===== config.mk =====
export PLATFORM = sky130hd
export DESIGN_NAME = bcrypt_ctrl
export DESIGN_NICKNAME = d
export VERILOG_FILES = /design/src/rtl/bcrypt_ctrl.sv
export SDC_FILE = /design/constraint.sdc
export NUM_CORES = 1
export LEC_CHECK = 0
export ABC_AREA = 1
export BUFFER_PORTS_ARGS = -buffer_cell sky130_fd_sc_hd__buf_4
export CORE_ASPECT_RATIO = 1.75
export CORE_UTILIZATION = 56
export DETAILED_ROUTE_END_ITERATION = 8
export PLACE_DENSITY_LB_ADDON = 0.08
export REMOVE_ABC_BUFFERS = 1
export SETUP_SLACK_MARGIN = 0.1
export SLEW_MARGIN = 40
export SYNTH_ARGS = -nofsm -noshare
export SYNTH_HDL_FRONTEND = slang
export SYNTH_SLANG_ARGS = --single-unit

===== constraint.sdc =====
create_clock -name clk -period 2 [get_ports clk]
set_input_delay 0.3 -clock clk [delete_from_list [all_inputs] [get_ports clk]]
set_output_delay 0.3 -clock clk [all_outputs]
set_load 0.005 [all_outputs]

===== src/rtl/bcrypt_ctrl.sv =====
// Phase sequencer for the bcrypt datapath: word RX, EksBlowfishSetup expands,
// the ctext encryption loop and word TX. Only the FSM and its counters live here.
module bcrypt_ctrl #(
    parameter int P_BLOCKS = 9,
    parameter int S_BLOCKS = 512,
    parameter int ROUNDS   = 18,
    parameter int CT_ITERS = 64
) (
    input  logic                    clk,
    input  logic                    reset_l,
    input  logic                    rx_valid,
    output logic                    rx_ready,
    output logic                    tx_valid,
    input  logic                    tx_ready,
    input  logic                    cost_is_zero,
    output logic                    shift_key,
    output logic                    shift_salt_r,
    output logic                    shift_salt_l,
    output logic                    sel_salt_r,
    output logic                    sel_salt_l,
    output logic                    sel_salt,
    output logic                    shift_cost,
    output logic                    dec_cost,
    output logic                    sel_p_key,
    output logic [2*P_BLOCKS-1:0]   p_sel,
    output logic                    shift_feistel,
    output logic                    load_feistel_ctext,
    output logic                    feistel_clr,
    output logic                    sel_feistel_salt,
    output logic                    sel_feistel_mem,
    output logic                    shift_ctext_l,
    output logic                    shift_ctext_r,
    output logic                    sel_ct,
    output logic [3:0]              mem_wr_en,
    output logic                    sel_mem_addr,
    output logic                    incr_addr,
    output logic                    incr_sram,
    output logic                    clear_sram_ctrs,
    output logic                    busy,
    output logic                    done
);

    localparam logic [9:0] P_BLK     = 10'(P_BLOCKS);
    localparam logic [9:0] LAST_BLK  = 10'(P_BLOCKS + S_BLOCKS - 1);
    localparam logic [9:0] LAST_CTB  = 10'd2;
    localparam logic [4:0] LAST_RND  = 5'(ROUNDS - 1);
    localparam logic [4:0] MEM_RNDS  = 5'(ROUNDS - 2);
    localparam logic [6:0] LAST_ITER = 7'(CT_ITERS - 1);
    localparam logic [4:0] LAST_KEY  = 5'd17;
    localparam logic [4:0] LAST_SALT = 5'd3;
    localparam logic [4:0] LAST_TX   = 5'd5;

    localparam logic [1:0] PS_SHIFT = 2'd1;
    localparam logic [1:0] PS_XOR   = 2'd2;
    localparam logic [1:0] PS_LOAD  = 2'd3;

    typedef enum logic [3:0] {
        IDLE, RX_KEY, RX_SALT, RX_COST, XOR_P, MIX, ENC, STORE,
        CHECK, CT_LOAD, CT_STORE, TX, DONE
    } state_t;

    // M_CTEXT marks the ctext loop so ENC knows which store state follows it.
    typedef enum logic [1:0] {M_SALTED, M_KEY, M_SALT, M_CTEXT} mode_t;

    state_t     state, state_n;
    mode_t      mode, mode_n;
    logic [9:0] blk, blk_n;
    logic [4:0] rnd, rnd_n;
    logic [4:0] word, word_n;
    logic [6:0] iter, iter_n;
    logic [8:0] s_idx;

    always_ff @(posedge clk or negedge reset_l) begin
        if (!reset_l) begin
            state <= IDLE;
            mode  <= M_SALTED;
            blk   <= '0;
            rnd   <= '0;
            word  <= '0;
            iter  <= '0;
        end else begin
            state <= state_n;
            mode  <= mode_n;
            blk   <= blk_n;
            rnd   <= rnd_n;
            word  <= word_n;
            iter  <= iter_n;
        end
    end

    always_comb begin
        state_n            = state;
        mode_n             = mode;
        blk_n              = blk;
        rnd_n              = rnd;
        word_n             = word;
        iter_n             = iter;
        s_idx              = 9'(blk - P_BLK);
        rx_ready           = 1'b0;
        tx_valid           = 1'b0;
        shift_key          = 1'b0;
        shift_salt_r       = 1'b0;
        shift_salt_l       = 1'b0;
        sel_salt_r         = 1'b0;
        sel_salt_l         = 1'b0;
        sel_salt           = 1'b0;
        shift_cost         = 1'b0;
        dec_cost           = 1'b0;
        sel_p_key          = 1'b0;
        p_sel              = '0;
        shift_feistel      = 1'b0;
        load_feistel_ctext = 1'b0;
        feistel_clr        = 1'b0;
        sel_feistel_salt   = 1'b0;
        sel_feistel_mem    = 1'b0;
        shift_ctext_l      = 1'b0;
        shift_ctext_r      = 1'b0;
        sel_ct             = 1'b0;
        mem_wr_en          = 4'b0000;
        sel_mem_addr       = 1'b0;
        incr_addr          = 1'b0;
        incr_sram          = 1'b0;
        clear_sram_ctrs    = 1'b0;
        busy               = (state != IDLE);
        done               = 1'b0;

        case (state)
            IDLE: begin
                rx_ready = 1'b1;
                if (rx_valid) begin
                    shift_key = 1'b1;
                    word_n    = 5'd1;
                    state_n   = RX_KEY;
                end
            end
            RX_KEY: begin
                rx_ready = 1'b1;
                if (rx_valid) begin
                    shift_key = 1'b1;
                    if (word == LAST_KEY) begin
                        word_n  = '0;
                        state_n = RX_SALT;
                    end else begin
                        word_n = word + 5'd1;
                    end
                end
            end
            RX_SALT: begin
                rx_ready = 1'b1;
                if (rx_valid) begin
                    shift_salt_r = ~word[0];
                    shift_salt_l = word[0];
                    if (word == LAST_SALT) begin
                        word_n  = '0;
                        state_n = RX_COST;
                    end else begin
                        word_n = word + 5'd1;
                    end
                end
            end
            RX_COST: begin
                rx_ready = 1'b1;
                if (rx_valid) begin
                    shift_cost = 1'b1;
                    mode_n     = M_SALTED;
                    state_n    = XOR_P;
                end
            end
            XOR_P: begin
                p_sel           = {P_BLOCKS{PS_XOR}};
                sel_p_key       = (mode == M_SALT);
                clear_sram_ctrs = 1'b1;
                feistel_clr     = 1'b1;
                blk_n           = '0;
                rnd_n           = '0;
                state_n         = (mode == M_SALTED) ? MIX : ENC;
            end
            MIX: begin
                // Even blocks take the left salt half, odd the right; the salt rotates as it is used.
                sel_feistel_salt = 1'b1;
                sel_salt         = blk[0];
                shift_salt_r     = blk[0];
                shift_salt_l     = ~blk[0];
                sel_salt_r       = 1'b1;
                sel_salt_l       = 1'b1;
                state_n          = ENC;
            end
            ENC: begin
                shift_feistel   = 1'b1;
                p_sel           = {P_BLOCKS{PS_SHIFT}};
                sel_feistel_mem = (rnd < MEM_RNDS);
                if (rnd == LAST_RND) begin
                    rnd_n   = '0;
                    state_n = (mode == M_CTEXT) ? CT_STORE : STORE;
                end else begin
                    rnd_n = rnd + 5'd1;
                end
            end
            STORE: begin
                if (blk < P_BLK) begin
                    for (int k = 0; k < P_BLOCKS; k++)
                        if (blk == 10'(k)) p_sel[2*k +: 2] = PS_LOAD;
                end else begin
                    sel_mem_addr = 1'b1;
                    mem_wr_en    = 4'b0001 << s_idx[8:7];
                    incr_addr    = 1'b1;
                    incr_sram    = (s_idx[6:0] == 7'h7f);
                end
                if (blk == LAST_BLK) begin
                    blk_n   = '0;
                    state_n = CHECK;
                end else begin
                    blk_n   = blk + 10'd1;
                    state_n = (mode == M_SALTED) ? MIX : ENC;
                end
            end
            CHECK: begin
                if (mode == M_KEY) begin
                    mode_n  = M_SALT;
                    state_n = XOR_P;
                end else if (cost_is_zero) begin
                    mode_n  = M_CTEXT;
                    blk_n   = '0;
                    iter_n  = '0;
                    state_n = CT_LOAD;
                end else begin
                    dec_cost = 1'b1;
                    mode_n   = M_KEY;
                    state_n  = XOR_P;
                end
            end
            CT_LOAD: begin
                load_feistel_ctext = 1'b1;
                rnd_n              = '0;
                state_n            = ENC;
            end
            CT_STORE: begin
                shift_ctext_l = 1'b1;
                shift_ctext_r = 1'b1;
                state_n       = CT_LOAD;
                if (blk == LAST_CTB) begin
                    blk_n = '0;
                    if (iter == LAST_ITER) begin
                        iter_n  = '0;
                        word_n  = '0;
                        state_n = TX;
                    end else begin
                        iter_n = iter + 7'd1;
                    end
                end else begin
                    blk_n = blk + 10'd1;
                end
            end
            TX: begin
                tx_valid = 1'b1;
                sel_ct   = word[0];
                if (tx_ready) begin
                    shift_ctext_l = ~word[0];
                    shift_ctext_r = word[0];
                    if (word == LAST_TX) begin
                        word_n  = '0;
                        state_n = DONE;
                    end else begin
                        word_n = word + 5'd1;
                    end
                end
            end
            DONE: begin
                done    = 1'b1;
                mode_n  = M_SALTED;
                state_n = IDLE;
            end
            default: state_n = IDLE;
        endcase
    end

endmodule


== Yosys cells after proc, flatten, opt, wreduce, memory -nomap -nowiden ==
Index checks and enable logic that the tools add are counted.

* Multiply operators: 0
* Eq/ne operators: 43
* Divide/modulo/power cells: 0
* Mux-type cells: 85
* Bitwise gates (word level): 2
* $lt $le $gt $ge: 2
* Add/sub/neg operators: 5
* Shift-type cells: 1
* Reductions and logical operators: 18

{| class="wikitable"
|+ Operators by type and width
! cell !! count
|-
| $mux W4 || 15
|-
| $pmux W18 S3 || 1
|-
| $mux W5 || 10
|-
| $pmux W4 S11 || 1
|-
| $eq A10 B3 Y1 const B || 4
|-
| $mux W10 || 4
|-
| $pmux W10 S4 || 1
|-
| $mux W2 || 15
|-
| $mux W7 || 4
|-
| $ne A2 B2 Y1 const B || 13
|-
| $mux W1 || 25
|-
| $pmux W5 S5 || 1
|-
| $eq A10 B2 Y1 const B || 2
|-
| $eq A4 B4 Y1 const B || 5
|-
| $mux W18 || 1
|-
| $eq A4 B3 Y1 const B || 4
|-
| $pmux W7 S2 || 1
|-
| $add A10 B1 Y10 const B || 1
|-
| $add A5 B1 Y5 const B || 2
|-
| $eq A10 B1 Y1 const B || 1
|-
| $eq A10 B10 Y1 const B || 1
|-
| $eq A10 B4 Y1 const B || 1
|-
| $eq A5 B5 Y1 const B || 2
|-
| $logic_not A10 Y1 || 1
|-
| 30 further kinds || 40
|}

* Bits of input ports: 5
* Memory bits (read-only): 0
* Bits in latches: 0
* Output and inout port bits: 47
* Bits in writable memories: 0
* Register bits: 33
* Memories kept: 0

== Logic depth before layout (Yosys ltp) ==
* Depth after elaboration: 4
* Gate-level depth with buffers: 11
* Depth with buffers taken out: 11

== Worst setup path before layout ==
OpenSTA, ideal clock, no wires.

* Path kind: register -> output
* From: register blk[0]
* To: output sel_mem_addr
* Cell stages (with the launch flop): 9
* Buffers on the path: 1
* Setup slack: 194 ps
* Arrival: 1,506 ps
* Data required time: 1,700 ps
* Path through: dfrtp_1 inv_1 ha_1 nand2_1 nand2_1 nand2_1 nor3_1 nor2_1 buf_4

* Longest elaborated chain between the ends: 3

{| class="wikitable"
|+ Ends and longest elaborated chain
! what !! RTL line !! text
|-
| start: declaration || 67 || <nowiki>logic [9:0] blk, blk_n;</nowiki>
|-
| start signal: assignment || 84 || <nowiki>blk <= blk_n;</nowiki>
|-
| $lt A10 B4 Y1 || 200 || <nowiki>if (blk < P_BLK) begin</nowiki>
|-
| $mux W1 (2 in series) || - ||
|-
| end: declaration || 35 || <nowiki>output logic sel_mem_addr,</nowiki>
|}

No other way between the ends.

== Worst setup path in the final report ==
* From: register blk[1]
* To: output p_sel[0]

* Longest elaborated chain between the ends: 4
* Elaborated cells between the ends (all ways): 5
* Classes of those cells: 1 x order compare; 3 x mux; 1 x reduce/logical

{| class="wikitable"
|+ Ends and longest elaborated chain
! what !! RTL line !! text
|-
| parallel branches: the longest is 2 deep, another holds $lt A10 B4 Y1 || - ||
|-
| $mux W18 * || 200 ||
|-
| $pmux W18 S3 * || 127 || <nowiki>case (state)</nowiki>
|-
| end: declaration || 25 || <nowiki>output logic [2*P_BLOCKS-1:0] p_sel,</nowiki>
|}

Every way passes the cells marked *.

==> impl_metrics.yaml <==
timing:
  drv_slew: 0
  tightest_slew_ns: 0.444
  final-setup-viol-count: 5
  period_needed_ns: 2.03
  fmax_ghz: 0.493
  rsz0062_at_grt: "yes"
  finalHoldViolCount: 0
  min_period_over_period_pct: 101
  max_slew_margin_pct: 70.2
  timing.final.ws_setup_ns: -0.0290
  fin_skew_ns: 0.00382
clocking:
  cts.clk_slew.worst_paths_ns: 0.07
  root_buffer: "clkbuf_8"
  cts_buffer_depth: 2
  cts_tree: "yes"
  cts_buffers: 5
  clock_latency_ns: 0.29
  htree_levels: 2
  cts.sinks: 33
logic_synthesis:
  synth_edf_count: 0
  ys_seq_area_share_pct: 30.2
  synth_warnings: 0
  yosysUniqueCellTypes: 29
  synth_cells: 421
  synth_seq_cells: 33
  async_flop_share_pct: 100
  syn-cell-area_um2: 2730
  avgSynthCellArea_um2: 6.49
  synth_ff_type: "dfrtp_1"
power:
  p_per_area_nw_per_um2: 309
  ir_drop_uv: 483
  p_leak_nw: 1.96
drt:
  drt-total-wl_um: 9190
  wl_per_cell_um: 16.2
  drt_iter0_drc: 124
  first_pass_iters: 5
  dr_total_vias: 3316
  ant_nets: 0
  vias_per_cell: 5.84
  drc_errors: 0
final_layout:
  syn_to_final_growth_pct: 41.2
  seq_area_um2: 832
  multi_input_area_um2: 1860
  postLayoutCoreUtil_pct: 82.6
  n_antenna_cell: 0
  nets: 530
  nFillCells: 321
  drive_above_1_share_pct: 35.9
outcome:
  violations: "setup timing"
  status: "finished with violations"
floorplanning:
  dieArea_um2: 5170
  io_pins: 52
  die_w_um: 54.8
  die_h_um: 94.4
  coreArea_um2: 4670
  rows: 33
  initial_core_util_pct: 58.5
global_route:
  antenna_found_initial: 0
  grt_pass1_vias: 3039
  grt-ovfl-total: 0
  grt_max_degree: 34
  grt_pass1_wl_um: 12700
  grt_use_total_pct: 33.9
critical_path:
  critPathMaxFanout: 6
  critPathArrivalTime_ns: 1.73
  end_kind: "output pin"
  crit_type: "reg -> out"
  cp.required_ns: 1.70
  cp-start-kind: "register"
placed_design:
  dp_slack_ns: 0.0522
  dpl.hpwl_um: 5980
  place.gp.congestion: 0.932
  port_buffers: 51
job:
  cap_viol_max_count: 0
worst_hold_path:
  hp-class: "in -> reg"
cell usage in the layout, fill, tap and decap left out, drive strengths merged, types with 2 or more instances in the layout:
| cell type | instances |
|---|---|
| o22ai | 3 |
| buf | 96 |
| clkinvlp | 3 |
| o211ai | 4 |
| nor3 | 14 |
| clkbuf | 5 |
| a21oi | 6 |
| dfrtp | 33 |
| o21ai | 30 |
| ha | 10 |
| nand2 | 114 |
| nor2 | 60 |
| nand3 | 53 |
| inv | 57 |
| clkinv | 2 |
| xor2 | 10 |
| nand4 | 9 |
cell type report:
class / instances / share of cell area [%]
clock inverters: 3 / 0.454
clock buffers: 5 / 1.78
repair inverters: 1 / 0.195
flip-flops and latches: 33 / 21.6
repair buffers: 97 / 20.3
multi-input cells: 319 / 48.1
inverters: 58 / 5.87
well taps: 52 / 1.69
repair_timing:
action                                 4_1_cts  5_1_grt
setup endpoints to repair                   33       34
gates resized for setup                     33       54
endpoints found under the hold margin       33        0
hold buffers                                 1        0
buffers inserted                            11       16
pin swaps                                   12       22
cloned                                       1        1
routing by layer:
metal	vias to the layer above	global-route usage (%)	wire length, um
met5	-	0	0
met4	0	15.6	488
met3	63	3.86	482
met2	165	67.8	5160
met1	1545	30.0	3060
li1	1543	-	-
stage by stage:
step           total power, mW  instance area [um2]  TNS, ns  hold slack, ns  std cells
2_1_floorplan            0.682                 2670        0         0.00441        410
3_3_place_gp             0.704                 3240        0           0.266        530
3_5_place_dp             0.704                 3240        0           0.268        530
4_1_cts                   1.20                 3540        0           0.320        551
5_1_grt                   1.22                 3860    -2.30           0.356        568
6_report                  1.19                 3860  -0.0674           0.328        568
worst paths after layout:
kind	depth (start not counted)	to	slack [ns]	from
max	8	p_sel[0]	-0.03	blk[1]$_DFFE_PN0P_
min	3	mode[1]$_DFFE_PN0P_	0.33	cost_is_zero
max reg2reg	11	blk[7]$_DFFE_PN0P_	0.18	blk[1]$_DFFE_PN0P_
min reg2reg	1	iter[0]$_DFFE_PN0P_	0.51	iter[0]$_DFFE_PN0P_
max in group asynchronous	2	blk[2]$_DFFE_PN0P_	1.17	reset_l
min in group asynchronous	2	word[4]$_DFFE_PN0P_	0.49	reset_l
critical path, cell delays in order (launching register included):
cell	delay, ns
dfrtp_1	0.40
inv_2	0.10
buf_6	0.13
ha_2	0.19
inv_2	0.07
nor3_2	0.17
nand3_1	0.13
nand2_1	0.12
buf_4	0.12
sequential cells by signal, summed over array words and instances (netlist names):
register / count
blk: 10
iter: 7
mode: 2
rnd: 5
state: 4
word: 5
kinds of logic after synthesis:
logic type,after synthesis,synth area share [%]
and+or+nand+nor,253,42.3
buffers and inverters,69,10.4
AOI/OAI and AO/OA,46,9.30
DFF,33,30.2
xor gates and xnor gates,10,3.21
adders and majority gates,10,4.58
synth_stat cells, drive strengths merged (3+ instances only):
| cell type | n | area [um2] |
|---|---|---|
| nand3 | 53 | 270 |
| buf | 10 | 62.6 |
| o211ai | 4 | 30.0 |
| nor3 | 14 | 70.1 |
| inv | 58 | 218 |
| xor2 | 10 | 87.6 |
| nand4 | 9 | 56.3 |
| o21ai | 30 | 150 |
| a21oi | 6 | 30.0 |
| nand2 | 114 | 453 |
| nor2 | 60 | 285 |
| dfrtp | 33 | 826 |
| o22ai | 3 | 18.8 |
| ha | 10 | 125 |
power by group:
part / switching [mW] / internal [mW]
clock network: 0.259 / 0.240
logic: 0.0186 / 0.00676
registers: 0 / 0.667
total: 0.277 / 0.914
Power figures use the tool's default switching activity.
